==> config.mk <==
export PLATFORM = sky130hd
export DESIGN_NAME = bp_fe_compressor
export DESIGN_NICKNAME = d
export VERILOG_FILES = /design/src/rtl/bp_fe_compressor.sv
export SDC_FILE = /design/constraint.sdc
export NUM_CORES = 1
export LEC_CHECK = 0
export ABC_AREA = 1
export BUFFER_PORTS_ARGS = -buffer_cell sky130_fd_sc_hd__buf_2
export CORE_ASPECT_RATIO = 0.5
export CORE_MARGIN = 2
export CORE_UTILIZATION = 52
export CTS_BUF_LIST = sky130_fd_sc_hd__clkbuf_8
export DETAILED_ROUTE_END_ITERATION = 8
export HOLD_SLACK_MARGIN = 0.08
export PLACE_DENSITY = 0.76
export SLEW_MARGIN = 20
export SYNTH_ARGS = -nofsm -noshare
export SYNTH_HDL_FRONTEND = slang
export SYNTH_SLANG_ARGS = --single-unit
==> constraint.sdc <==
create_clock -name clk_i -period 4.4 [get_ports clk_i]
set_input_delay 0.44 -clock clk_i [delete_from_list [all_inputs] [get_ports clk_i]]
set_output_delay 0.44 -clock clk_i [all_outputs]
set_load 0.05 [all_outputs]
==> src/rtl/bp_fe_compressor.sv <==
// RVC compressor and halfword packer for the BlackParrot front end: compresses each
// accepted RV64 instruction where possible and packs halfwords into 32-bit fetch words.
`timescale 1ns/1ps

package bp_fe_compressor_pkg;
    typedef enum logic [1:0] {
        e_bp_inv_cfg,
        e_bp_default_cfg,
        e_bp_unicore_cfg
    } bp_params_e;

    // Every supported configuration is RV64.
    function automatic int dword_width(bp_params_e cfg);
        case (cfg)
            e_bp_inv_cfg: dword_width = 64;
            default:      dword_width = 64;
        endcase
    endfunction
endpackage

module bp_fe_compressor
    import bp_fe_compressor_pkg::*;
#(
    parameter bp_params_e cfg_p = e_bp_inv_cfg,
    localparam int instr_width_p = 32,
    localparam int dword_width_p = dword_width(cfg_p)
) (
    input  logic                     clk_i,
    input  logic                     reset_i,
    input  logic [instr_width_p-1:0] instr_i,
    input  logic                     v_i,
    output logic                     ready_o,
    input  logic                     flush_i,
    output logic [instr_width_p-1:0] data_o,
    output logic                     v_o,
    input  logic                     yumi_i
);
    localparam logic rv64_en = (dword_width_p == 64);

    typedef enum logic {e_empty, e_half} state_e;

    logic [6:0]  opcode, funct7;
    logic [2:0]  funct3;
    logic [4:0]  rd, rs1, rs2;
    logic [11:0] imm_i, imm_s;
    logic [20:1] imm_j;

    assign opcode = instr_i[6:0];
    assign rd     = instr_i[11:7];
    assign funct3 = instr_i[14:12];
    assign rs1    = instr_i[19:15];
    assign rs2    = instr_i[24:20];
    assign funct7 = instr_i[31:25];
    assign imm_i  = instr_i[31:20];
    assign imm_s  = {instr_i[31:25], instr_i[11:7]};
    assign imm_j  = {instr_i[31], instr_i[19:12], instr_i[20], instr_i[30:21]};

    logic is_addi, is_add, fits6, j_fits, rd_p, rs1_p, rs2_p, alu_ok, is_jalr0;
    logic [1:0] alu_f2;

    assign is_addi  = (opcode == 7'b0010011) && (funct3 == 3'b000);
    assign is_add   = (opcode == 7'b0110011) && (funct3 == 3'b000) && (funct7 == 7'b0000000);
    assign fits6    = (&imm_i[11:5]) || !(|imm_i[11:5]);
    assign j_fits   = (&imm_j[20:11]) || !(|imm_j[20:11]);
    assign rd_p     = (rd[4:3] == 2'b01);
    assign rs1_p    = (rs1[4:3] == 2'b01);
    assign rs2_p    = (rs2[4:3] == 2'b01);
    assign is_jalr0 = (opcode == 7'b1100111) && (funct3 == 3'b000) && (imm_i == 12'd0);

    always_comb begin
        // NOTE: every combinational output gets a default first, so no path can infer a latch.
        alu_ok = 1'b0;
        alu_f2 = 2'b00;
        if (opcode == 7'b0110011) begin
            if (funct7 == 7'b0100000 && funct3 == 3'b000) begin
                alu_ok = 1'b1;
                alu_f2 = 2'b00;
            end else if (funct7 == 7'b0000000 && funct3 == 3'b100) begin
                alu_ok = 1'b1;
                alu_f2 = 2'b01;
            end else if (funct7 == 7'b0000000 && funct3 == 3'b110) begin
                alu_ok = 1'b1;
                alu_f2 = 2'b10;
            end else if (funct7 == 7'b0000000 && funct3 == 3'b111) begin
                alu_ok = 1'b1;
                alu_f2 = 2'b11;
            end
        end
    end

    logic        comp;
    logic [15:0] c_instr;

    // Row order is the match priority: the first matching row wins.
    always_comb begin
        comp    = 1'b1;
        c_instr = 16'h0000;
        if (instr_i == 32'h0000_0013)
            c_instr = 16'h0001;
        else if (instr_i == 32'h0010_0073)
            c_instr = 16'h9002;
        else if (is_addi && rs1 == 5'd0 && rd != 5'd0 && fits6)
            c_instr = {3'b010, imm_i[5], rd, imm_i[4:0], 2'b01};
        else if (is_addi && rs1 == rd && rd != 5'd0 && imm_i != 12'd0 && fits6)
            c_instr = {3'b000, imm_i[5], rd, imm_i[4:0], 2'b01};
        else if (is_add && rs1 == 5'd0 && rd != 5'd0 && rs2 != 5'd0)
            c_instr = {4'b1000, rd, rs2, 2'b10};
        else if (is_add && rs1 == rd && rd != 5'd0 && rs2 != 5'd0)
            c_instr = {4'b1001, rd, rs2, 2'b10};
        else if (alu_ok && rs1 == rd && rd_p && rs2_p)
            c_instr = {6'b100011, rd[2:0], alu_f2, rs2[2:0], 2'b01};
        else if (opcode == 7'b1101111 && rd == 5'd0 && j_fits)
            c_instr = {3'b101, imm_j[11], imm_j[4], imm_j[9:8], imm_j[10], imm_j[6],
                       imm_j[7], imm_j[3:1], imm_j[5], 2'b01};
        else if (is_jalr0 && rd == 5'd0 && rs1 != 5'd0)
            c_instr = {4'b1000, rs1, 5'd0, 2'b10};
        else if (is_jalr0 && rd == 5'd1 && rs1 != 5'd0)
            c_instr = {4'b1001, rs1, 5'd0, 2'b10};
        else if (opcode == 7'b0000011 && funct3 == 3'b010 && rd_p && rs1_p
                 && imm_i[11:7] == 5'd0 && imm_i[1:0] == 2'd0)
            c_instr = {3'b010, imm_i[5:3], rs1[2:0], imm_i[2], imm_i[6], rd[2:0], 2'b00};
        else if (rv64_en && opcode == 7'b0000011 && funct3 == 3'b011 && rd_p && rs1_p
                 && imm_i[11:8] == 4'd0 && imm_i[2:0] == 3'd0)
            c_instr = {3'b011, imm_i[5:3], rs1[2:0], imm_i[7:6], rd[2:0], 2'b00};
        else if (opcode == 7'b0100011 && funct3 == 3'b010 && rs2_p && rs1_p
                 && imm_s[11:7] == 5'd0 && imm_s[1:0] == 2'd0)
            c_instr = {3'b110, imm_s[5:3], rs1[2:0], imm_s[2], imm_s[6], rs2[2:0], 2'b00};
        else if (rv64_en && opcode == 7'b0100011 && funct3 == 3'b011 && rs2_p && rs1_p
                 && imm_s[11:8] == 4'd0 && imm_s[2:0] == 3'd0)
            c_instr = {3'b111, imm_s[5:3], rs1[2:0], imm_s[7:6], rs2[2:0], 2'b00};
        else
            comp = 1'b0;
    end

    state_e      state_r, state_n;
    logic [15:0] pend_r, pend_n;
    logic [31:0] data_r, data_n;
    logic        v_r, v_n;
    logic        slot_free, accept, flush_fire;

    assign slot_free  = !v_r || yumi_i;
    assign ready_o    = slot_free && !flush_i;
    assign accept     = v_i && ready_o;
    assign flush_fire = flush_i && slot_free && (state_r == e_half);
    assign data_o     = data_r;
    assign v_o        = v_r;

    always_comb begin
        state_n = state_r;
        pend_n  = pend_r;
        data_n  = data_r;
        v_n     = v_r && !yumi_i;
        if (accept) begin
            unique case (state_r)
                e_empty: begin
                    if (comp) begin
                        pend_n  = c_instr;
                        state_n = e_half;
                    end else begin
                        data_n = instr_i;
                        v_n    = 1'b1;
                    end
                end
                e_half: begin
                    v_n = 1'b1;
                    if (comp) begin
                        data_n  = {c_instr, pend_r};
                        state_n = e_empty;
                    end else begin
                        // Straddle: low half completes this word, high half stays pending.
                        data_n = {instr_i[15:0], pend_r};
                        pend_n = instr_i[31:16];
                    end
                end
                default: state_n = e_empty;
            endcase
        end else if (flush_fire) begin
            data_n  = {16'h0001, pend_r};
            v_n     = 1'b1;
            state_n = e_empty;
        end
    end

    // NOTE: state uses non-blocking assignments so every register samples pre-edge values.
    always_ff @(posedge clk_i) begin
        if (reset_i) begin
            // NOTE: the datapath registers are reset too, because a cleared data_o is observable.
            state_r <= e_empty;
            pend_r  <= 16'h0000;
            data_r  <= 32'h0000_0000;
            v_r     <= 1'b0;
        end else begin
            state_r <= state_n;
            pend_r  <= pend_n;
            data_r  <= data_n;
            v_r     <= v_n;
        end
    end
endmodule

Yosys cells after proc, flatten, opt, wreduce, memory -nomap -nowiden
Index checks and enable logic that the tools add are counted.
{"block": "word_totals", "ram_bits": 0, "latch_bits": 0, "romBits": 0, "reg_bits": 50, "mem_count": 0}
{"block": "op_classes", "reduce_logical": 86, "mux": 55, "n_eq_ne": 22, "n_lt_le_gt_ge": 0, "shifts": 0, "addsub": 0, "div_mod_pow": 0, "bitwise_logic": 1, "n_mul": 0}
{"op": "$mux W16", "count": 16}
{"op": "$mux W32", "count": 4}
{"op": "$pmux W32 S2", "count": 1}
{"op": "$logic_and A1 B1 Y1", "count": 56}
{"op": "$eq A32 B21 Y1 const B", "count": 1}
{"op": "$eq A32 B5 Y1 const B", "count": 1}
{"op": "$pmux W16 S2", "count": 1}
{"op": "$mux W1", "count": 26}
{"op": "$eq A7 B6 Y1 const B", "count": 3}
{"op": "$logic_not A5 Y1", "count": 3}
{"op": "$reduce_bool A5 Y1", "count": 3}
{"op": "$eq A7 B7 Y1 const B", "count": 2}
{"op": "$logic_not A12 Y1", "count": 1}
{"op": "$reduce_bool A12 Y1", "count": 1}
{"op": "$mux W2", "count": 5}
{"op": "$reduce_and A10 Y1", "count": 1}
{"op": "$reduce_or A10 Y1", "count": 1}
{"op": "$eq A3 B3 Y1 const B", "count": 3}
{"op": "$logic_not A3 Y1", "count": 3}
{"op": "$eq A7 B2 Y1 const B", "count": 1}
{"op": "$eq A7 B5 Y1 const B", "count": 1}
{"op": "$logic_not A7 Y1", "count": 1}
{"op": "$reduce_and A7 Y1", "count": 1}
{"op": "$reduce_or A7 Y1", "count": 1}
{"op": "15 further kinds", "count": 27}

Logic depth before layout (Yosys ltp)
{"block": "depth", "depth_word": 23, "depth_mapped": 18, "ltp_nobuf": 18}

Worst setup path before layout
Ideal clock, no wire load.
{"block": "synth_path", "path_type": "reg-to-reg", "from": "register v_r, in the netlist v_o", "to": "register data_r[10], in the netlist data_o[10]", "arrival_ps": 2724, "path_slack_ps": 1544, "stages_incl_launch_ff": 11, "n_path_buf": 2, "period_less_slack_ps": 2856, "path_cell_list": "dfxtp_1 > inv_1 > nor2_1 > nor2_1 > nand2_1 > nor2_1 > clkbuf_1 > clkbuf_1 > nand2_1 > o2111ai_1 > a21oi_1"}
{"block": "synth_via", "elab_chain_len": 6, "elab_cells_between_ends": 10, "classes_between": "1 x eq/ne; 1 x mux; 8 x reduce/logical"}
{"element": "start, declared", "line": "138", "source": "logic v_r, v_n;"}
{"element": "start signal, assigned", "line": "196", "source": "v_r <= v_n;"}
{"element": "$logic_not A1 Y1 *", "line": "141", "source": "assign slot_free = !v_r || yumi_i;"}
{"element": "$logic_or A1 B1 Y1 *", "line": "141"}
{"element": "$logic_and A1 B1 Y1 *", "line": "142", "source": "assign ready_o = slot_free && !flush_i;"}
{"element": "named net ready_o", "line": "32", "source": "output logic ready_o,"}
{"element": "$logic_and A1 B1 Y1 *", "line": "143", "source": "assign accept = v_i && ready_o;"}
{"element": "$ne A3 B3 Y1 (no source line) / $reduce_bool A2 Y1 (equally long branches)"}
{"element": "$reduce_and A2 Y1 (no source line)"}
{"element": "end signal, assigned", "line": "195", "source": "data_r <= data_n;"}
{"element": "end, declared", "line": "137", "source": "logic [31:0] data_r, data_n;"}
Mark *: on every way through the listed nets, which the timed path passes. The rest lies on a longest branch.
A chain may end at the register's enable or synchronous reset.

Worst setup path in the final report
{"block": "layout_path", "from": "input port instr_i[13]", "to": "register pend_r[4]"}
{"block": "layout_via", "elab_chain_len": 22, "elab_cells_between_ends": 100, "classes_between": "9 x eq/ne; 35 x mux; 56 x reduce/logical"}
{"element": "start, declared", "line": "30", "source": "input logic [instr_width_p-1:0] instr_i,"}
{"element": "$eq A3 B2 Y1", "line": "122, 128"}
{"element": "$logic_and A1 B1 Y1 (3 in a row)", "line": "128", "source": "else if (rv64_en && opcode == 7'b0100011 && funct3 == 3'b011 && rs2_p && rs1_p"}
{"element": "$logic_and A1 B1 Y1 (2 in a row)", "line": "129", "source": "&& imm_s[11:8] == 4'd0 && imm_s[2:0] == 3'd0)"}
{"element": "$mux W16 / $mux W1 (equally long branches)", "line": "128"}
{"element": "$mux W16 / $mux W1 (equally long branches)", "line": "125", "source": "else if (opcode == 7'b0100011 && funct3 == 3'b010 && rs2_p && rs1_p"}
{"element": "$mux W16 / $mux W1 (equally long branches)", "line": "122", "source": "else if (rv64_en && opcode == 7'b0000011 && funct3 == 3'b011 && rd_p && rs1_p"}
{"element": "$mux W16 / $mux W1 (equally long branches)", "line": "119", "source": "else if (opcode == 7'b0000011 && funct3 == 3'b010 && rd_p && rs1_p"}
{"element": "$mux W16 / $mux W1 (equally long branches)", "line": "117", "source": "else if (is_jalr0 && rd == 5'd1 && rs1 != 5'd0)"}
{"element": "[3 not listed]"}
{"element": "$mux W16 / $mux W1 (equally long branches)", "line": "108", "source": "else if (is_add && rs1 == rd && rd != 5'd0 && rs2 != 5'd0)"}
{"element": "$mux W16 / $mux W1 (equally long branches)", "line": "106", "source": "else if (is_add && rs1 == 5'd0 && rd != 5'd0 && rs2 != 5'd0)"}
{"element": "$mux W16 / $mux W1 (equally long branches)", "line": "104", "source": "else if (is_addi && rs1 == rd && rd != 5'd0 && imm_i != 12'd0 && fits6)"}
{"element": "$mux W16 / $mux W1 (equally long branches)", "line": "102", "source": "else if (is_addi && rs1 == 5'd0 && rd != 5'd0 && fits6)"}
{"element": "$mux W16 / $mux W1 (equally long branches)", "line": "100", "source": "else if (instr_i == 32'h0010_0073)"}
{"element": "$mux W16 / $mux W1 (equally long branches)", "line": "98", "source": "if (instr_i == 32'h0000_0013)"}
{"element": "$mux W16 / $ne A2 B2 Y1 (equally long branches)"}
{"element": "$pmux W16 S2 / $reduce_and A3 Y1 (equally long branches)"}
{"element": "end signal, assigned", "line": "194", "source": "pend_r <= pend_n;"}
{"element": "end, declared", "line": "136", "source": "logic [15:0] pend_r, pend_n;"}
Parallel ways exist; a longest one is shown, timed or not. The select of a mux whose other input is x is not followed.

==> results.cfg <==
[outcome]
status = finished, final reports clean

[clocking]
htreeDepth = 2
cts.path.max_buffers = 2
cts_tree = yes
cts_resized = 0
cts_buffers = 5
cts_root_buf = clkbuf_8
postCtsSetupRepairBufs = 0
clock-sinks = 50
hold_buffers = 0
cts.clk_slew.worst_paths_ns = 0.09
clk-insertion-delay-late_ns = 0.31

[final_layout]
drive_gt1_frac = 0.218
layout-area-overhead-vs-synth_pct = 12.4
final_common_cell = nand2_1
fill_cells = 691
finalInstanceArea_mm2 = 0.00421
antenna_cells = 0
final_cell_mix = nand2_1 (180), buf_2 (70), nand3_1 (67), nor2_1 (52), dfxtp_1 (50)
nets = 687

[logic_synthesis]
syn_inst = 597
ys_seq_area_frac = 0.267
synth_seq_cells = 50
synthTopCellsByArea = dfxtp_1 (27%), nand2_1 (18%), nand3_1 (9.0%)
synthDistinctLibCells = 43
synth_nets = 634
netlist_area_mm2 = 0.00375
synth-edff-count = 0
synth_top_cell_by_area = dfxtp_1
synthFlopType = dfxtp_1
synth_top_area_frac = 0.267
ys_async_sr_fraction = 0
yosysWarnings = 0
syn_avg_cell_area_um2 = 6.27

[global_route]
antenna_found_initial = 0
grt.total_usage = 0.357
first_global_vias = 3799
gr-total-overflow = 0
grt_first_pass_wirelength_um = 21300
grt_max_degree = 38

[placement]
placed_area_mm2 = 0.00410
dpl.hpwl_um = 10600
routabilityCongestion = 1.14
portBuffers = 70

[floorplanning]
die_w_um = 124
dieArea_mm2 = 0.00794
io_pins = 71
start_util = 0.548
rows = 21
core_area_mm2 = 0.00683
die_h_um = 64.0

[critical_path]
critPathMaxFanout = 29
critPathKind = in2reg
worstPathArrival_ns = 3.13
cp-end-kind = register
max_stage_delay_ns = 0.41
crit_top_cell = nand2_1
reg2reg_depth = 8
cp-start-kind = input port
path_cells = buf_2 > nor2_1 > nand2_1 > inv_2 > nand3_1 > nand2_1 > nand2_1 > nand2_2 > nor2_4 > inv_4 > nor2_8 > nand3_1 > nand2_2 > o21ai_0 > a21oi_1 > nor2_1
crit_required_ns = 4.60
cpMaxStageDelayCell = nand2_2

[detailed_routing]
drt-pass1-iter-count = 5
antenna_left = 0
drtIter0Drc = 680
viasPerCell = 5.98
finalWirelength_um = 13800
drc = 0
vias = 4439
post_drt_wl_per_cell_um = 18.6

[sta]
rsz0062_at_grt = false
fin_hold_ws_ns = 0.462
fin_setup_tns_ns = 0
slew_headroom = 0.535
hold_violations = 0
finalSetupViolations = 0
fin_crit_sh = 0.665
fin_skew_ns = 0.0102
period_needed_ns = 2.93
fmax_mhz = 342
tightest_slew_ns = 0.698
drv_slew = 0

[power_and_ir_drop]
leakagePower_nw = 2.00
p_total_mw = 1.01
power_density_mw_per_mm2 = 239
worst_ir_drop_vdd_mv = 0.147

[hold_path]
hold_class = reg2reg
whs_path_depth = 2

[job]
drv_cap = 0
-- state kept, by name, indices dropped and copies added (netlist names) --
| register | cells |
|---|---|
| state_r | 1 |
| pend_r | 16 |
| data_o | 32 |
| v_o | 1 |
-- routing by layer --
metal | GRT usage | part of all wire
met4 | 0.0983 | 0.026
met3 | 0.0875 | 0.15
met1 | 0.561 | 0.45
met2 | 0.469 | 0.37
met5 | 0 | 0
-- area by class of cell --
class                   count  area, um2  area share
clock inverters             1       30.0     0.00713
flip-flops and latches     50       1000       0.238
repair buffers             74        380      0.0903
multi-input cells         467       2400       0.570
inverters                  52        200      0.0475
well taps                  92        115      0.0273
clock buffers               6       82.6      0.0196
-- worst max-delay path: cells and delay by family --
kind            cells  cell delay (ns)
simple gates       11             1.95
compound gates      2             0.40
buf+inv             3             0.32
-- through the flow --
stage / util / setup WS [ns] / std cells
floorplan: - / 1.54 / 597
global placement: 0.600 / 1.25 / 735
detailed placement: 0.600 / 1.25 / 735
CTS: 0.616 / 1.57 / 742
global route: 0.616 / 1.30 / 742
finish: 0.616 / 1.47 / 742
-- logic make-up (layout without fill, tap and decap cells) --
logic type	count (synthesis)	count (layout)	share of synthesized area
buf+inv	80	133	0.0922
simple gates	350	350	0.445
compound gates	110	110	0.176
mux	6	6	0.0174
flops	50	50	0.267
xor+xnor	1	1	0.00234
-- cell usage after synthesis, types with 4 or more instances --
cell type and number:
a21oi_1 49, buf_2 7, clkbuf_1 14, dfxtp_1 50, inv_1 41, inv_2 9, mux2_2 4, nand2_1 180
nand2_2 8, nand2_4 4, nand3_1 67, nand3_2 5, nand4_1 8, nor2_1 53, nor2_2 5, nor2_4 5
nor3_1 4, o2111ai_1 12, o21ai_0 32, o21ai_1 4
-- path summary, 6_finish.rpt --
kind,slack [ns],to,from
worst max-delay path,1.47,pend_r[4]$_SDFFE_PP0P_,instr_i[13]
worst min-delay path,0.46,data_o[15]$_SDFFE_PP0P_,data_o[15]$_SDFFE_PP0P_
worst max register to register,2.26,data_o[22]$_SDFFE_PP0P_,state_r$_SDFFE_PP0P_
worst min register to register,0.46,data_o[15]$_SDFFE_PP0P_,data_o[15]$_SDFFE_PP0P_
-- where the power goes --
group	internal (mW)	switching (mW)	leakage (nW)	total, mW
clock	0.182	0.146	0.0573	0.328
sequential	0.464	0.00570	0.405	0.470
combinational	0.0497	0.160	1.54	0.210
No activity file was read; power rests on OpenSTA's default activity.
